===== config.mk =====
export PLATFORM = sky130hd
export DESIGN_NAME = ysyx_22041412_axi_rd_arbiter
export DESIGN_NICKNAME = d
export VERILOG_FILES = /design/src/rtl/ysyx_22041412_axi_rd_arbiter.sv
export SDC_FILE = /design/constraint.sdc
export NUM_CORES = 1
export LEC_CHECK = 0
export CORE_AREA = 2 2 203 205
export CTS_CLUSTER_DIAMETER = 80
export DETAILED_ROUTE_END_ITERATION = 7
export DIE_AREA = 0 0 205 207
export PLACE_DENSITY_LB_ADDON = 0.15
export SLEW_MARGIN = 10
export SYNTH_ARGS = -nofsm -noshare
export SYNTH_HDL_FRONTEND = slang
export SYNTH_SLANG_ARGS = --single-unit

===== constraint.sdc =====
create_clock -name clk -period 2.5 [get_ports clk]
set_clock_uncertainty 0.05 [all_clocks]
set_input_delay 0.5 -clock clk [delete_from_list [all_inputs] [get_ports clk]]
set_output_delay 0.5 -clock clk [all_outputs]
set_load 0.01 [all_outputs]

===== src/rtl/ysyx_22041412_axi_rd_arbiter.sv =====
// rtl/ysyx_22041412_axi_rd_arbiter.sv - round-robin AXI read channel arbiter for Icache/Dcache refills
module ysyx_22041412_axi_rd_arbiter #(
    parameter int ADDR_W = 32,
    parameter int DATA_W = 64,
    parameter int CNT_W  = 64
) (
    input  logic              clk,
    input  logic              rst,

    input  logic              i_req_valid,
    input  logic [ADDR_W-1:0] i_req_addr,
    input  logic [7:0]        i_req_len,
    output logic              i_resp_valid,
    output logic              i_resp_last,
    output logic [DATA_W-1:0] i_resp_data,

    input  logic              d_req_valid,
    input  logic [ADDR_W-1:0] d_req_addr,
    input  logic [7:0]        d_req_len,
    output logic              d_resp_valid,
    output logic              d_resp_last,
    output logic [DATA_W-1:0] d_resp_data,

    output logic              mem_arvalid,
    output logic [ADDR_W-1:0] mem_araddr,
    output logic [7:0]        mem_arlen,
    input  logic              mem_arready,
    input  logic              mem_rvalid,
    input  logic [DATA_W-1:0] mem_rdata,
    input  logic              mem_rlast,
    output logic              mem_rready,

    output logic [CNT_W-1:0]  grant_i_cnt,
    output logic [CNT_W-1:0]  grant_d_cnt,
    output logic [CNT_W-1:0]  contend_cnt
);

    typedef enum logic [1:0] {
        S_IDLE = 2'd0,
        S_ADDR = 2'd1,
        S_DATA = 2'd2
    } state_t;

    // Port identity: 0 = Icache, 1 = Dcache
    localparam logic OWN_I = 1'b0;
    localparam logic OWN_D = 1'b1;

    state_t            state_q, state_d;
    logic              owner_q, owner_d;
    logic              last_grant_q, last_grant_d;
    logic              abort_q, abort_d;
    logic              arvalid_q, arvalid_d;
    logic [ADDR_W-1:0] araddr_q, araddr_d;
    logic [7:0]        arlen_q, arlen_d;
    logic [CNT_W-1:0]  grant_i_q, grant_i_d;
    logic [CNT_W-1:0]  grant_d_q, grant_d_d;
    logic [CNT_W-1:0]  contend_q, contend_d;

    logic              owner_req;
    logic              other_req;
    logic              pick;
    logic              in_data;
    logic              own_i;
    logic              own_d;

    assign owner_req = (owner_q == OWN_D) ? d_req_valid : i_req_valid;
    assign other_req = (owner_q == OWN_D) ? i_req_valid : d_req_valid;

    // On a tie the port that did not win last time goes first
    assign pick = (i_req_valid && d_req_valid) ? ~last_grant_q : d_req_valid;

    // State register and all bookkeeping registers
    always_ff @(posedge clk) begin
        if (!rst) begin
            state_q      <= S_IDLE;
            owner_q      <= OWN_I;
            last_grant_q <= OWN_I;
            abort_q      <= 1'b0;
            arvalid_q    <= 1'b0;
            araddr_q     <= '0;
            arlen_q      <= '0;
            grant_i_q    <= '0;
            grant_d_q    <= '0;
            contend_q    <= '0;
        end else begin
            state_q      <= state_d;
            owner_q      <= owner_d;
            last_grant_q <= last_grant_d;
            abort_q      <= abort_d;
            arvalid_q    <= arvalid_d;
            araddr_q     <= araddr_d;
            arlen_q      <= arlen_d;
            grant_i_q    <= grant_i_d;
            grant_d_q    <= grant_d_d;
            contend_q    <= contend_d;
        end
    end

    // Next-state: grant in IDLE, AR handshake in ADDR, drain the burst in DATA
    always_comb begin
        state_d      = state_q;
        owner_d      = owner_q;
        last_grant_d = last_grant_q;
        abort_d      = abort_q;
        arvalid_d    = arvalid_q;
        araddr_d     = araddr_q;
        arlen_d      = arlen_q;
        grant_i_d    = grant_i_q;
        grant_d_d    = grant_d_q;
        contend_d    = contend_q;

        case (state_q)
            S_IDLE: begin
                if (i_req_valid || d_req_valid) begin
                    owner_d   = pick;
                    araddr_d  = (pick == OWN_D) ? d_req_addr : i_req_addr;
                    arlen_d   = (pick == OWN_D) ? d_req_len  : i_req_len;
                    arvalid_d = 1'b1;
                    state_d   = S_ADDR;
                end
            end
            S_ADDR: begin
                if (!owner_req) begin
                    abort_d = 1'b1;
                end
                if (mem_arready) begin
                    arvalid_d = 1'b0;
                    state_d   = S_DATA;
                end
            end
            S_DATA: begin
                if (!owner_req) begin
                    abort_d = 1'b1;
                end
                if (mem_rvalid && mem_rlast) begin
                    state_d      = S_IDLE;
                    last_grant_d = owner_q;
                    abort_d      = 1'b0;
                    if (owner_q == OWN_D) begin
                        grant_d_d = grant_d_q + 1'b1;
                    end else begin
                        grant_i_d = grant_i_q + 1'b1;
                    end
                end
            end
            default: begin
                state_d = S_IDLE;
            end
        endcase

        if (state_q != S_IDLE && other_req) begin
            contend_d = contend_q + 1'b1;
        end
    end

    assign in_data = (state_q == S_DATA);
    assign own_i   = in_data && (owner_q == OWN_I);
    assign own_d   = in_data && (owner_q == OWN_D);

    assign mem_rready   = in_data;
    assign mem_arvalid  = arvalid_q;
    assign mem_araddr   = araddr_q;
    assign mem_arlen    = arlen_q;

    // Beats reach only the owner, and only while its fetch is still wanted
    assign i_resp_valid = own_i && mem_rvalid && !abort_q;
    assign i_resp_last  = i_resp_valid && mem_rlast;
    assign i_resp_data  = own_i ? mem_rdata : '0;
    assign d_resp_valid = own_d && mem_rvalid && !abort_q;
    assign d_resp_last  = d_resp_valid && mem_rlast;
    assign d_resp_data  = own_d ? mem_rdata : '0;

    assign grant_i_cnt  = grant_i_q;
    assign grant_d_cnt  = grant_d_q;
    assign contend_cnt  = contend_q;

endmodule


==> results by group, run 1 <==
Logic synthesis
  • Compound-Gate Fraction of Synth Area: 0.1200
  • Yosys warns: 0
  • Largest family of logic cells by synthesized area: simple AND/OR/NAND/NOR gates
  • Main synth FF type: dfxtp_1
  • Syn nets: 1665
  • Seq/Total Area, Yosys: 0.3873
  • Synth Cell Area: 12300 sq um
  • Synth area leaders: dfxtp_1 (39%), nor2_1 (4.8%), and3_1 (4.8%), xor2_1 (4.8%), nand4_1 (4.4%)
  • Post-synth top area share: 0.3873
  • Synth Area in Simple Gates: 0.3483
  • Syn Inst Count: between 1500 and 2000
  • FF+latch count, synth: 238
  • Mux cell area share after synthesis: 0.04149
  • Synth cell types: between 40 and 50
  • Top-count cell post-synth: dfxtp_1
  • Post-Synth Adder-Cell Area: 0.008136
  • Post-synth top area cell: dfxtp_1
  • Post-synth EDFFs: 0
  • Post-synth top cells: dfxtp_1 (238), nor2_1 (157), nand2_1 (98)
  • Async SR Flop Fraction: 0
  • Synth Area in XOR/XNOR: 0.06122
  • Syn avg cell area: roughly 8 sq um

STA
  • Setup ws final: -81.37 ps
  • Slew @ Worst Pin: approximately 800 ps
  • Final Hold Fails: 0
  • Slew Limit Fails: 0
  • # setup viols final: 20
  • Fin crit share: 1.033
  • Fin crit period: around 2600 ps
  • Max Freq: between 0.3 and 0.4 GHz
  • Slew headroom: 0.4398
  • RSZ-0062 raised after global routing: true

Route
  • Antenna Nets Post-Route: 0
  • Routed WL: between 50 and 60 mm
  • Routed vias: between 10000 and 15000
  • Avg Vias per Cell: about 5.2
  • Post-route DRC: 0
  • Drt wl/cell: around 21 microns
  • Pre-Repair DR Iteration Count: 4
  • Drt first-iter violations: 770

Global route
  • Initial antenna violation count: 5
  • GR Overflow Total: 0
  • GR Util All Layers: 0.2531
  • Vias in the first global route: approximately 13000
  • Largest net degree at the start of global routing: 82
  • Wire length of the first global-routing pass: 83.76 mm

Setup path
  • Largest stage delay, worst path: about 340 ps
  • Reg2reg start: owner_q$_SDFFE_PN0P_
  • R2R Setup Slk: about 10 ps
  • RR Endpoint: contend_cnt[49]$_SDFFE_PN0P_
  • Critical Path RT: between 1500 and 2000 ps
  • Critical path class: flop to output port
  • Critical Path AT: a little over 2000 ps
  • Startpoint types: flop
  • Critical path's most frequent cell: buf_12
  • Crit path from: state_q[0]$_SDFFE_PN0P_
  • Cell count of the worst reg-to-reg path: 9
  • CP cell instances: inv_2 > ha_4 > nor2b_4 > buf_12 > buf_12 > buf_16 > buf_12 > and2_4 > buf_6
  • Crit path capture: i_resp_data[30]
  • CP max FO: 6
  • Slowest CP cell: dfxtp_2
  • CP Capture Type: output port

Layout
  • Layout filler cell count: roughly 3900
  • P&R area growth vs syn: 68.23%
  • Ratio of cells with drive above 1 in the final layout: 0.1942
  • Fin nets: ~2300
  • Post-layout util: 0.5127

Pwr
  • Total power: roughly 0.012 W
  • PwrDens: 587.9 nW/um^2
  • VDD IR max: 0.4470 mV
  • Static Leak: roughly 8.0 nW

CTS
  • Clock Path Buffers: 3
  • H-tree depth: 1
  • Hold buffers post-CTS: 0
  • CTS tree: yes
  • CTS clk-pin slew, worst paths: ~60 ps
  • Root Driver: clkbuf_16
  • Total CTS buffers: 28
  • Skew-Pair Late Insertion Delay: about 550 ps
  • Clock Sinks: about 240

Placed design
  • Final HPWL DP: about 43 mm
  • RePlAce Congestion: approximately 1.0
  • Port buffer count: roughly 520

Outcome
  • Outcome: complete, but fails checks
  • Violated checks: negative setup slack

Die
  • Die height: about 210 microns
  • Initial Util: 0.3048
  • I/O pin total: 517
  • Core area: roughly 40000 sq um
  • # rows: 74
  • Die ar.: around 42000 sq um
  • Die Width: 205 microns

Hold path
  • Hold Crit Class: flop to flop

Job
  • Max-Cap Viols: 0
## critical path, delay by kind of cell (launching register included)
kind | cells | cell delay [ps]
flip-flops | 1 | 340
adder cells (fa/ha/maj) | 1 | 170
buffers and inverters | 6 | 660
AND/OR/NAND/NOR | 2 | 300
## layout make-up
class,count,area (sq um),share of cell area
inverters,20,80.08,0.003869
clock inverters,10,163.9,0.007919
diodes,3,7.507,0.0003627
repair buffers,689,6820,0.3295
flip-flops and latches,238,4771,0.2305
multi-input cells,1161,7383,0.3567
clock buffers,40,805.8,0.03893
well taps,532,665.6,0.03216
## logic make-up (layout without fill, tap and decap cells)
kind of cell	Yosys count	in the layout
XOR/XNOR	86	86
flip-flops	238	238
AO/OA/AOI/OAI	243	243
AND/OR/NAND/NOR	773	773
adder cells (fa/ha/maj)	8	8
other	0	3
buffers and inverters	107	759
multiplexers	51	51
## how the worst min path moves through the flow
stage                         startpoint                         to  slack [ps]  cells after the start
2_1_floorplan  last_grant_q$_SDFFE_PN0N_  last_grant_q$_SDFFE_PN0N_         380                      2
3_3_place_gp    mem_arvalid$_SDFFE_PN0P_   mem_arvalid$_SDFFE_PN0P_         410                      2
3_5_place_dp    mem_arvalid$_SDFFE_PN0P_   mem_arvalid$_SDFFE_PN0P_         410                      2
4_1_cts         mem_arvalid$_SDFFE_PN0P_   mem_arvalid$_SDFFE_PN0P_         430                      2
5_1_grt        mem_arlen[1]$_SDFFE_PN0P_  mem_arlen[1]$_SDFFE_PN0P_         470                      2
6_report        mem_arvalid$_SDFFE_PN0P_   mem_arvalid$_SDFFE_PN0P_         430                      2
## metal layers
layer  track usage  up-vias  share of wire
met2        0.4242      458           0.47
li1              -     6788              -
met1        0.3385     6773           0.44
met4       0.04317        2          0.017
met5             0        -        0.00018
met3       0.05208       52          0.074
## power breakdown
group	total, W	switching, W	internal, W
combinational	0.00358	0.00165	0.00193
sequential	0.00423	0.000170	0.00406
clock	0.00436	0.00172	0.00264
## registers in the layout, summed over array words and instances, names as in the netlist
register and cells:
owner_q 1, grant_i_cnt 64, last_grant_q 1, mem_araddr 32, contend_cnt 64, abort_q 1, grant_d_cnt 64, mem_arvalid 1
mem_arlen 8, state_q 2
## placed cells by master, fill, tap and decap left out, types with 10 or more instances in the layout
cell,Yosys,layout
a211oi_1,41,41
a21oi_1,95,94
and2_1,79,20
and2_4,0,59
and3_1,94,92
and4_1,18,18
buf_12,0,25
buf_2,6,34
buf_4,1,130
buf_6,0,71
clkbuf_16,0,30
clkdlybuf4s50_1,0,383
dfxtp_1,238,235
dlygate4sd2_1,0,22
inv_1,20,18
mux2i_1,51,51
nand2_1,98,97
nand2b_1,10,10
nand3_1,78,77
nand4_1,86,86
nor2_1,157,157
nor3_1,21,20
nor4_1,18,17
o21ai_0,50,50
o31ai_1,36,35
or3_1,50,50
or4_1,36,36
xnor2_1,19,19
xor2_1,67,67
## per-stage QoR
stage	std cells	hold WS, ps	worst slack, ps	cell area (sq um)	setup TNS, ps
5_1_grt	2690	465.8	-151.3	20690	-3760
3_3_place_gp	2606	409.2	-341.9	19090	-17340
4_1_cts	2690	426.1	-122.3	20570	-1946
3_5_place_dp	2606	414.8	-384.9	19090	-20930
2_1_floorplan	1506	383.6	123.5	12300	0
6_report	2693	425.2	-81.37	20700	-694.8
## repair_timing
item,4_1_cts,5_1_grt
cloned,9,2
gates resized for setup,525,95
endpoints found under the setup margin,159,135
endpoints found under the hold margin,0,0
pin swaps,13,9
setup buffers,26,3
(Power assumes the default switching activity.)
==> inputs of run 2 (changes only) <==
--- a/config.mk
+++ b/config.mk
@@ -10,7 +10,7 @@
 export DETAILED_ROUTE_END_ITERATION = 7
 export DIE_AREA = 0 0 205 207
 export PLACE_DENSITY_LB_ADDON = 0.15
-export SLEW_MARGIN = 10
+export SLEW_MARGIN = 20
 export SYNTH_ARGS = -nofsm -noshare
 export SYNTH_HDL_FRONTEND = slang
 export SYNTH_SLANG_ARGS = --single-unit
==> results of run 2 <==
No change in the layout: final DEF, timing and power equal those of run 1.
